===== config.mk =====
export PLATFORM = sky130hd
export DESIGN_NAME = mem_arbiter
export DESIGN_NICKNAME = d
export VERILOG_FILES = /design/src/rtl/mem_arbiter.sv
export SDC_FILE = /design/constraint.sdc
export NUM_CORES = 1
export LEC_CHECK = 0
export ABC_AREA = 1
export ABC_CLOCK_PERIOD_IN_PS = 1540
export BUFFER_PORTS_ARGS = -buffer_cell sky130_fd_sc_hd__buf_2
export CAP_MARGIN = 20
export CORE_MARGIN = 4
export CORE_UTILIZATION = 30
export CTS_CLUSTER_SIZE = 16
export DETAILED_ROUTE_END_ITERATION = 6
export GPL_ROUTABILITY_DRIVEN = 0
export GPL_TIMING_DRIVEN = 0
export PLACE_DENSITY = 0.8
export SLEW_MARGIN = 20
export SYNTH_ARGS = -nofsm -noshare
export SYNTH_HDL_FRONTEND = slang
export SYNTH_SLANG_ARGS = --single-unit

===== constraint.sdc =====
create_clock -name clk_i -period 1.54 [get_ports clk_i]
set_input_delay 0.077 -clock clk_i [delete_from_list [all_inputs] [get_ports clk_i]]
set_output_delay 0.077 -clock clk_i [all_outputs]
set_load 0.05 [all_outputs]

===== src/rtl/mem_arbiter.sv =====
// mem_arbiter
//   Shares one data memory between the data-memory stage (port D) and
//   instruction fetch (port I). At most one request is forwarded per cycle.
//   Accepted reads are tracked in a tag pipeline so that returning data is
//   steered to the port that asked for it. A wait counter bounds how long
//   fetch can lose to the data stage.
//
// Parameters
//   RD_LAT   : cycles from accepted read to mem_rdata valid (1..4)
//   MAX_WAIT : consecutive lost cycles before port I takes priority (1..15)
//
// Ports
//   clk_i, rst_i                   clock, synchronous active-high reset
//   d_rd_i/d_wr_i/d_dump_i         port D strobes
//   d_addr_i/d_wdata_i             port D address / write data
//   d_stall_o/d_acc_o              port D handshake
//   d_rvalid_o/d_rdata_o           port D read return
//   i_rd_i/i_addr_i                port I fetch request
//   i_stall_o/i_acc_o              port I handshake
//   i_rvalid_o/i_rdata_o           port I read return
//   mem_*_o                        request to the memory macro
//   mem_stall_i/mem_rdata_i        memory back-pressure / read data
//   err_o                          D asserted read and write together
module mem_arbiter #(
  parameter int RD_LAT   = 2,
  parameter int MAX_WAIT = 3
) (
  input  logic        clk_i,
  input  logic        rst_i,
  input  logic        d_rd_i,
  input  logic        d_wr_i,
  input  logic [15:0] d_addr_i,
  input  logic [15:0] d_wdata_i,
  input  logic        d_dump_i,
  output logic        d_stall_o,
  output logic        d_acc_o,
  output logic        d_rvalid_o,
  output logic [15:0] d_rdata_o,
  input  logic        i_rd_i,
  input  logic [15:0] i_addr_i,
  output logic        i_stall_o,
  output logic        i_acc_o,
  output logic        i_rvalid_o,
  output logic [15:0] i_rdata_o,
  output logic [15:0] mem_addr_o,
  output logic [15:0] mem_wdata_o,
  output logic        mem_rd_o,
  output logic        mem_wr_o,
  output logic        mem_dump_o,
  input  logic        mem_stall_i,
  input  logic [15:0] mem_rdata_i,
  output logic        err_o
);

  localparam int CW = $clog2(MAX_WAIT + 1);
  localparam logic [CW-1:0] MAX_CNT = CW'(MAX_WAIT);

  logic [CW-1:0]     starve_q, starve_d;
  logic [RD_LAT-1:0] vld_q;   // tag pipeline: read in flight
  logic [RD_LAT-1:0] src_q;   // tag pipeline: 1 = port I, 0 = port D

  logic d_req, d_rd_eff, d_win, i_win, d_acc, i_acc, rd_acc;

  // A simultaneous read+write from D is flagged and handled as a write only.
  assign d_rd_eff = d_rd_i & ~d_wr_i;
  assign d_req    = d_rd_i | d_wr_i;

  // D has priority unless fetch has been starved for MAX_WAIT cycles.
  assign i_win  = ~rst_i & i_rd_i & (~d_req | (starve_q == MAX_CNT));
  assign d_win  = ~rst_i & d_req & ~i_win;
  assign d_acc  = d_win & ~mem_stall_i;
  assign i_acc  = i_win & ~mem_stall_i;
  assign rd_acc = (d_acc & d_rd_eff) | i_acc;

  assign d_acc_o   = d_acc;
  assign i_acc_o   = i_acc;
  assign d_stall_o = d_req & ~d_acc;
  assign i_stall_o = i_rd_i & ~i_acc;
  assign err_o     = ~rst_i & d_rd_i & d_wr_i;

  always_comb begin
    mem_addr_o  = '0;
    mem_wdata_o = '0;
    mem_rd_o    = 1'b0;
    mem_wr_o    = 1'b0;
    mem_dump_o  = 1'b0;
    if (d_win) begin
      mem_addr_o  = d_addr_i;
      mem_wdata_o = d_wdata_i;
      mem_rd_o    = d_rd_eff;
      mem_wr_o    = d_wr_i;
      mem_dump_o  = d_dump_i;
    end else if (i_win) begin
      mem_addr_o  = i_addr_i;
      mem_rd_o    = 1'b1;
    end
  end

  // Saturating count of consecutive cycles fetch asked and lost.
  always_comb begin
    starve_d = '0;
    if (i_rd_i & ~i_acc)
      starve_d = (starve_q == MAX_CNT) ? starve_q : starve_q + 1'b1;
  end

  always_ff @(posedge clk_i) begin
    if (rst_i) begin
      starve_q <= '0;
      vld_q    <= '0;
      src_q    <= '0;
    end else begin
      starve_q <= starve_d;
      vld_q[0] <= rd_acc;
      src_q[0] <= rd_acc & i_acc;
      for (int k = 1; k < RD_LAT; k++) begin
        vld_q[k] <= vld_q[k-1];
        src_q[k] <= src_q[k-1];
      end
    end
  end

  // Return steering from the last tag stage.
  always_comb begin
    d_rvalid_o = 1'b0;
    i_rvalid_o = 1'b0;
    d_rdata_o  = '0;
    i_rdata_o  = '0;
    if (~rst_i & vld_q[RD_LAT-1]) begin
      if (src_q[RD_LAT-1]) begin
        i_rvalid_o = 1'b1;
        i_rdata_o  = mem_rdata_i;
      end else begin
        d_rvalid_o = 1'b1;
        d_rdata_o  = mem_rdata_i;
      end
    end
  end

endmodule


# Word level (Yosys, flattened, before mapping)
# Index checks and enable logic that the tools add are counted.
[totals]
ff_bits = 6
in_bits = 71
output_inout_bits = 74
elab_cells = 46
[classes]
n_addsub = 1
n_eq_ne = 1
mux = 15
bitwise_logic = 25
reduce_logical = 1
[ops]
columns = ["op", "n"]
rows = [
  ["16-bit two-way mux", 7],
  ["1-bit AND", 14],
  ["1-bit two-way mux", 8],
  ["1-bit NOT", 8],
  ["1-bit OR", 3],
  ["2-bit by 1-bit adder with 2-bit output, second input constant", 1],
  ["2-bit equality test, second input constant", 1],
  ["2-bit OR reduction", 1],
]

# Logic depth before layout (Yosys ltp)
[logic_depth]
depth_word = 10
mapped_depth = 8
depth_no_buf = 7

# Least setup slack after synthesis
# No wires, ideal clock.
[synth_timing]
path_type = "register to output"
from = "reg vld_q[1]"
to = "out d_rdata_o[10]"
t_arrival_ps = 2056
required_time_ps = 1463
path_slack_ps = -593
path_stages_with_launch = 6
path_buffers = 1
path_cell_list = "dfxtp_1 nand2_1 nor2_1 inv_2 buf_6 nor2_1"
[synth_between]
elab_chain_cells = 2
[synth_lines]
columns = ["element", "line_no", "text"]
rows = [
  ["start, declared", "59", "logic [RD_LAT-1:0] vld_q;"],
  ["start signal, assigned by index", "116", "vld_q[k] <= vld_q[k-1];"],
  ["1-bit AND", "128", "if (~rst_i & vld_q[RD_LAT-1]) begin"],
  ["16-bit two-way mux", "128", ""],
  ["end, declared", "38", "output logic [15:0] d_rdata_o,"],
]
# Every way passes these cells.

# Worst setup path after layout
[layout_timing]
from = "reg starve_q[0]"
to = "out mem_addr_o[11]"
[layout_between]
elab_chain_cells = 6
elab_cells_between_ends = 7
[layout_lines]
columns = ["element", "line_no", "text"]
rows = [
  ["start, declared", "58", "logic [CW-1:0] starve_q, starve_d;"],
  ["start signal, assigned", "112", "starve_q <= starve_d;"],
  ["2-bit equality test *", "69", "assign i_win = ~rst_i & i_rd_i & (~d_req | (starve_q == MAX_CNT));"],
  ["1-bit OR *", "69", ""],
  ["1-bit AND *", "69", ""],
  ["1-bit NOT", "70", "assign d_win = ~rst_i & d_req & ~i_win;"],
  ["1-bit AND", "70", ""],
  ["16-bit two-way mux *", "87", "if (d_win) begin"],
  ["end, declared", "45", "output logic [15:0] mem_addr_o,"],
]
# Mark *: on every way between the ends. The rest lies on a longest branch, timed or not.

==> impl_results.md <==
- Reg2reg end: vld_q[0]
- Register clock-pin slew on the reported worst setup and hold paths: 0.05 ns
- Post-DR vias/cell: 4.605
- Peak Freq: 617.8 MHz
- Critical Path Sink: mem_addr_o[11]
- Die X-Extent: 65.26 um
- Die span in y: 65.26 um
- Post-synth net total: 259
- Initial DRC count: 63
- Post-route ant nets: 0
- Setup_tns: -0.9996 ns
- # IOs: 145
- Setup ws final: -0.07875 ns
- Period utilization: 105.1%
- IO buf count: 143
- Mapped Cells: 187
- Failing checks: setup timing
- Share of cells above drive strength 1: 63.85%
- Average size of a mapped cell: 5.259 sq um
- Worst Skew: 0.005303 ns
- Die area: 0.004258 sq mm
- Largest net degree at the start of global routing: 11
- Most frequent cell after synthesis: nor2_1
- Drt drc: 0
- Via count: 1782
- Grt ovf: 0
- Synth area leaders: nor2_1 (22%), nand3_1 (18%), inv_1 (18%), dfxtp_1 (12%), nand2_1 (8.4%)
- Design Power: 1.046 mW
- Routed WL: 5378 um
- Worst hold path type: input port to flip-flop
- Placed cell areas: 0.001787 sq mm
- Number of flops mapped to enable cells by yosys: 0
- Flops & latches, synth: 6
- Unrepaired setup endpoints after global routing: true
- Vias in the first global route: 1713
- VDD IR max: 323.8 uV
- Worst path required time: 1.46 ns
- N_diodes: 0
- Share of the synthesized area in the top cell type: 21.76%
- CP startpoint kind: flip-flop
- CTS Root Cell: clkbuf_4
- WP data arrival: 1.54 ns
- HPWL after detailed placement: 3555 um
- Setup crit start: starve_q[0]
- Largest area contributor in the netlist: nor2_1
- Worst skew pair latency: 0.25 ns
- Post-CTS Hold Buffers: 0
- Initial Utilization: 31.69%
- Warnings, synthesis: 0
- Slew Limit Fails: 0
- CTS max path bufs: 2
- Worst hold slack: 0.02598 ns
- CTS Buf Count: 3
- CTS tree: done
- P per Cell Area: 448.5 mW/mm^2
- DR WL/cell: 13.90 um
- Post-route cell area: 0.002331 sq mm
- Worst reg2reg path depth: 8
- First-pass GRT wire length: 7638 um
- R2R Setup Slk: 0.25 ns
- Final Hold Viols: 0
- P&R area growth vs syn: 137.0%
- First-pass detailed-route iteration total: 4
- Ys flop type: dfxtp_1
- Critical Path Sink Type: output pin
- Sink Count: 6
- Nets: 417
- Setup violators final: 26
- Crit path max fanout: 6
- Seq/Total Area, Yosys: 12.21%
- Initial antenna violation count: 0
- Crit path kind: flip-flop to output pin
- Slew headroom: 73.94%
- Synthesized area: 983.4 sq um
- Status: finished, violations left
- Top post-synthesis cells by count: nor2_1 (57), inv_1 (46), nand3_1 (35)
- Rows: 20
- Core ar.: 0.003103 sq mm
- P_leak: 1.476 nW
- FFs w/ async S/R, synth: 0%
- Fin crit period: 1.619 ns
- H-tree Lvls: 1
- Gr usage total: 22.44%
- Synth cell types: 17
- Worst Tran Pin Value: 0.3895 ns
- Core Util, Final: 75.12%
- Max-cap check violation count: 0
- RR Startpoint: starve_q[0]
-- registers in the layout, summed over array words and instances (netlist names) --
register,cells
src_q,2
starve_q,2
vld_q,2
-- through the flow --
step                      setup WS (ns)  cells
final                          -0.07875    387
after detailed placement       -0.07952    374
after CTS                      -0.06630    386
after global placement         -0.04969    374
after global routing            -0.1344    387
after floorplan                 -0.1961    187
-- cell type report --
type | count | area (sq um)
Timing Repair Buffer | 153 | 1067
Multi-Input combinational cell | 124 | 785.8
Fill cell | 229 | 772.0
Inverter | 48 | 180.2
Sequential cell | 6 | 122.6
Buffer | 9 | 97.59
Tap cell | 44 | 55.05
Clock buffer | 3 | 22.52
-- worst min path at each step --
stage | cells past startpoint | slack, ns | end | start
global placement | 2 | 0.27 | vld_q[0] | mem_stall_i
CTS | 2 | 0.01 | vld_q[0] | mem_stall_i
finish | 2 | 0.03 | vld_q[0] | mem_stall_i
global route | 2 | 0.02 | vld_q[0] | mem_stall_i
detailed placement | 2 | 0.27 | vld_q[0] | mem_stall_i
floorplan | 1 | 0.14 | vld_q[0] | mem_stall_i
-- worst max-delay path, stage by stage, from the launching register on --
cell     delay, ns
dfxtp_2       0.33
ha_4          0.16
inv_2         0.06
o21ai_4       0.07
nand2_4       0.10
buf_8         0.13
buf_8         0.12
nand3_2       0.08
nand2_2       0.09
buf_8         0.14
-- power by group --
group / internal [mW] / total (mW) / switching, mW
sequential: 0.162 / 0.166 / 0.00455
clock: 0.0883 / 0.147 / 0.0588
combinational: 0.277 / 0.732 / 0.455
total: 0.527 / 1.05 / 0.518
-- cells in the final DEF, fill, tap and decap left out, drive strengths merged, types with 6 or more instances in the layout --
master and instances:
buf 155, clkbuf 10, dfxtp 6, inv 48, nand2 24, nand3 36, nor2 59
-- what timing repair did --
item,CTS,global route
setup buffers,7,1
resized for setup,90,44
pin swaps,7,9
gates cloned,2,0
setup endpoints to repair,48,47
-- metal layers --
layer / share of wire (%) / global-route usage [%] / up-vias
met4: 2.6 / 9.585 / 0
met1: 34 / 22.39 / 797
met2: 52 / 41.85 / 112
met5: 0 / 0 / -
li1: - / - / 861
met3: 12 / 7.521 / 12
-- logic make-up after synthesis --
logic type	Yosys count	synth area share (%)
compound gates	2	3.309
xor+xnor	1	0.8907
fa+ha+maj	1	1.272
buf+inv	57	25.95
flops	6	12.21
mux	1	1.018
simple gates	119	55.34
Note: power is estimated with default switching activity, not from simulation.
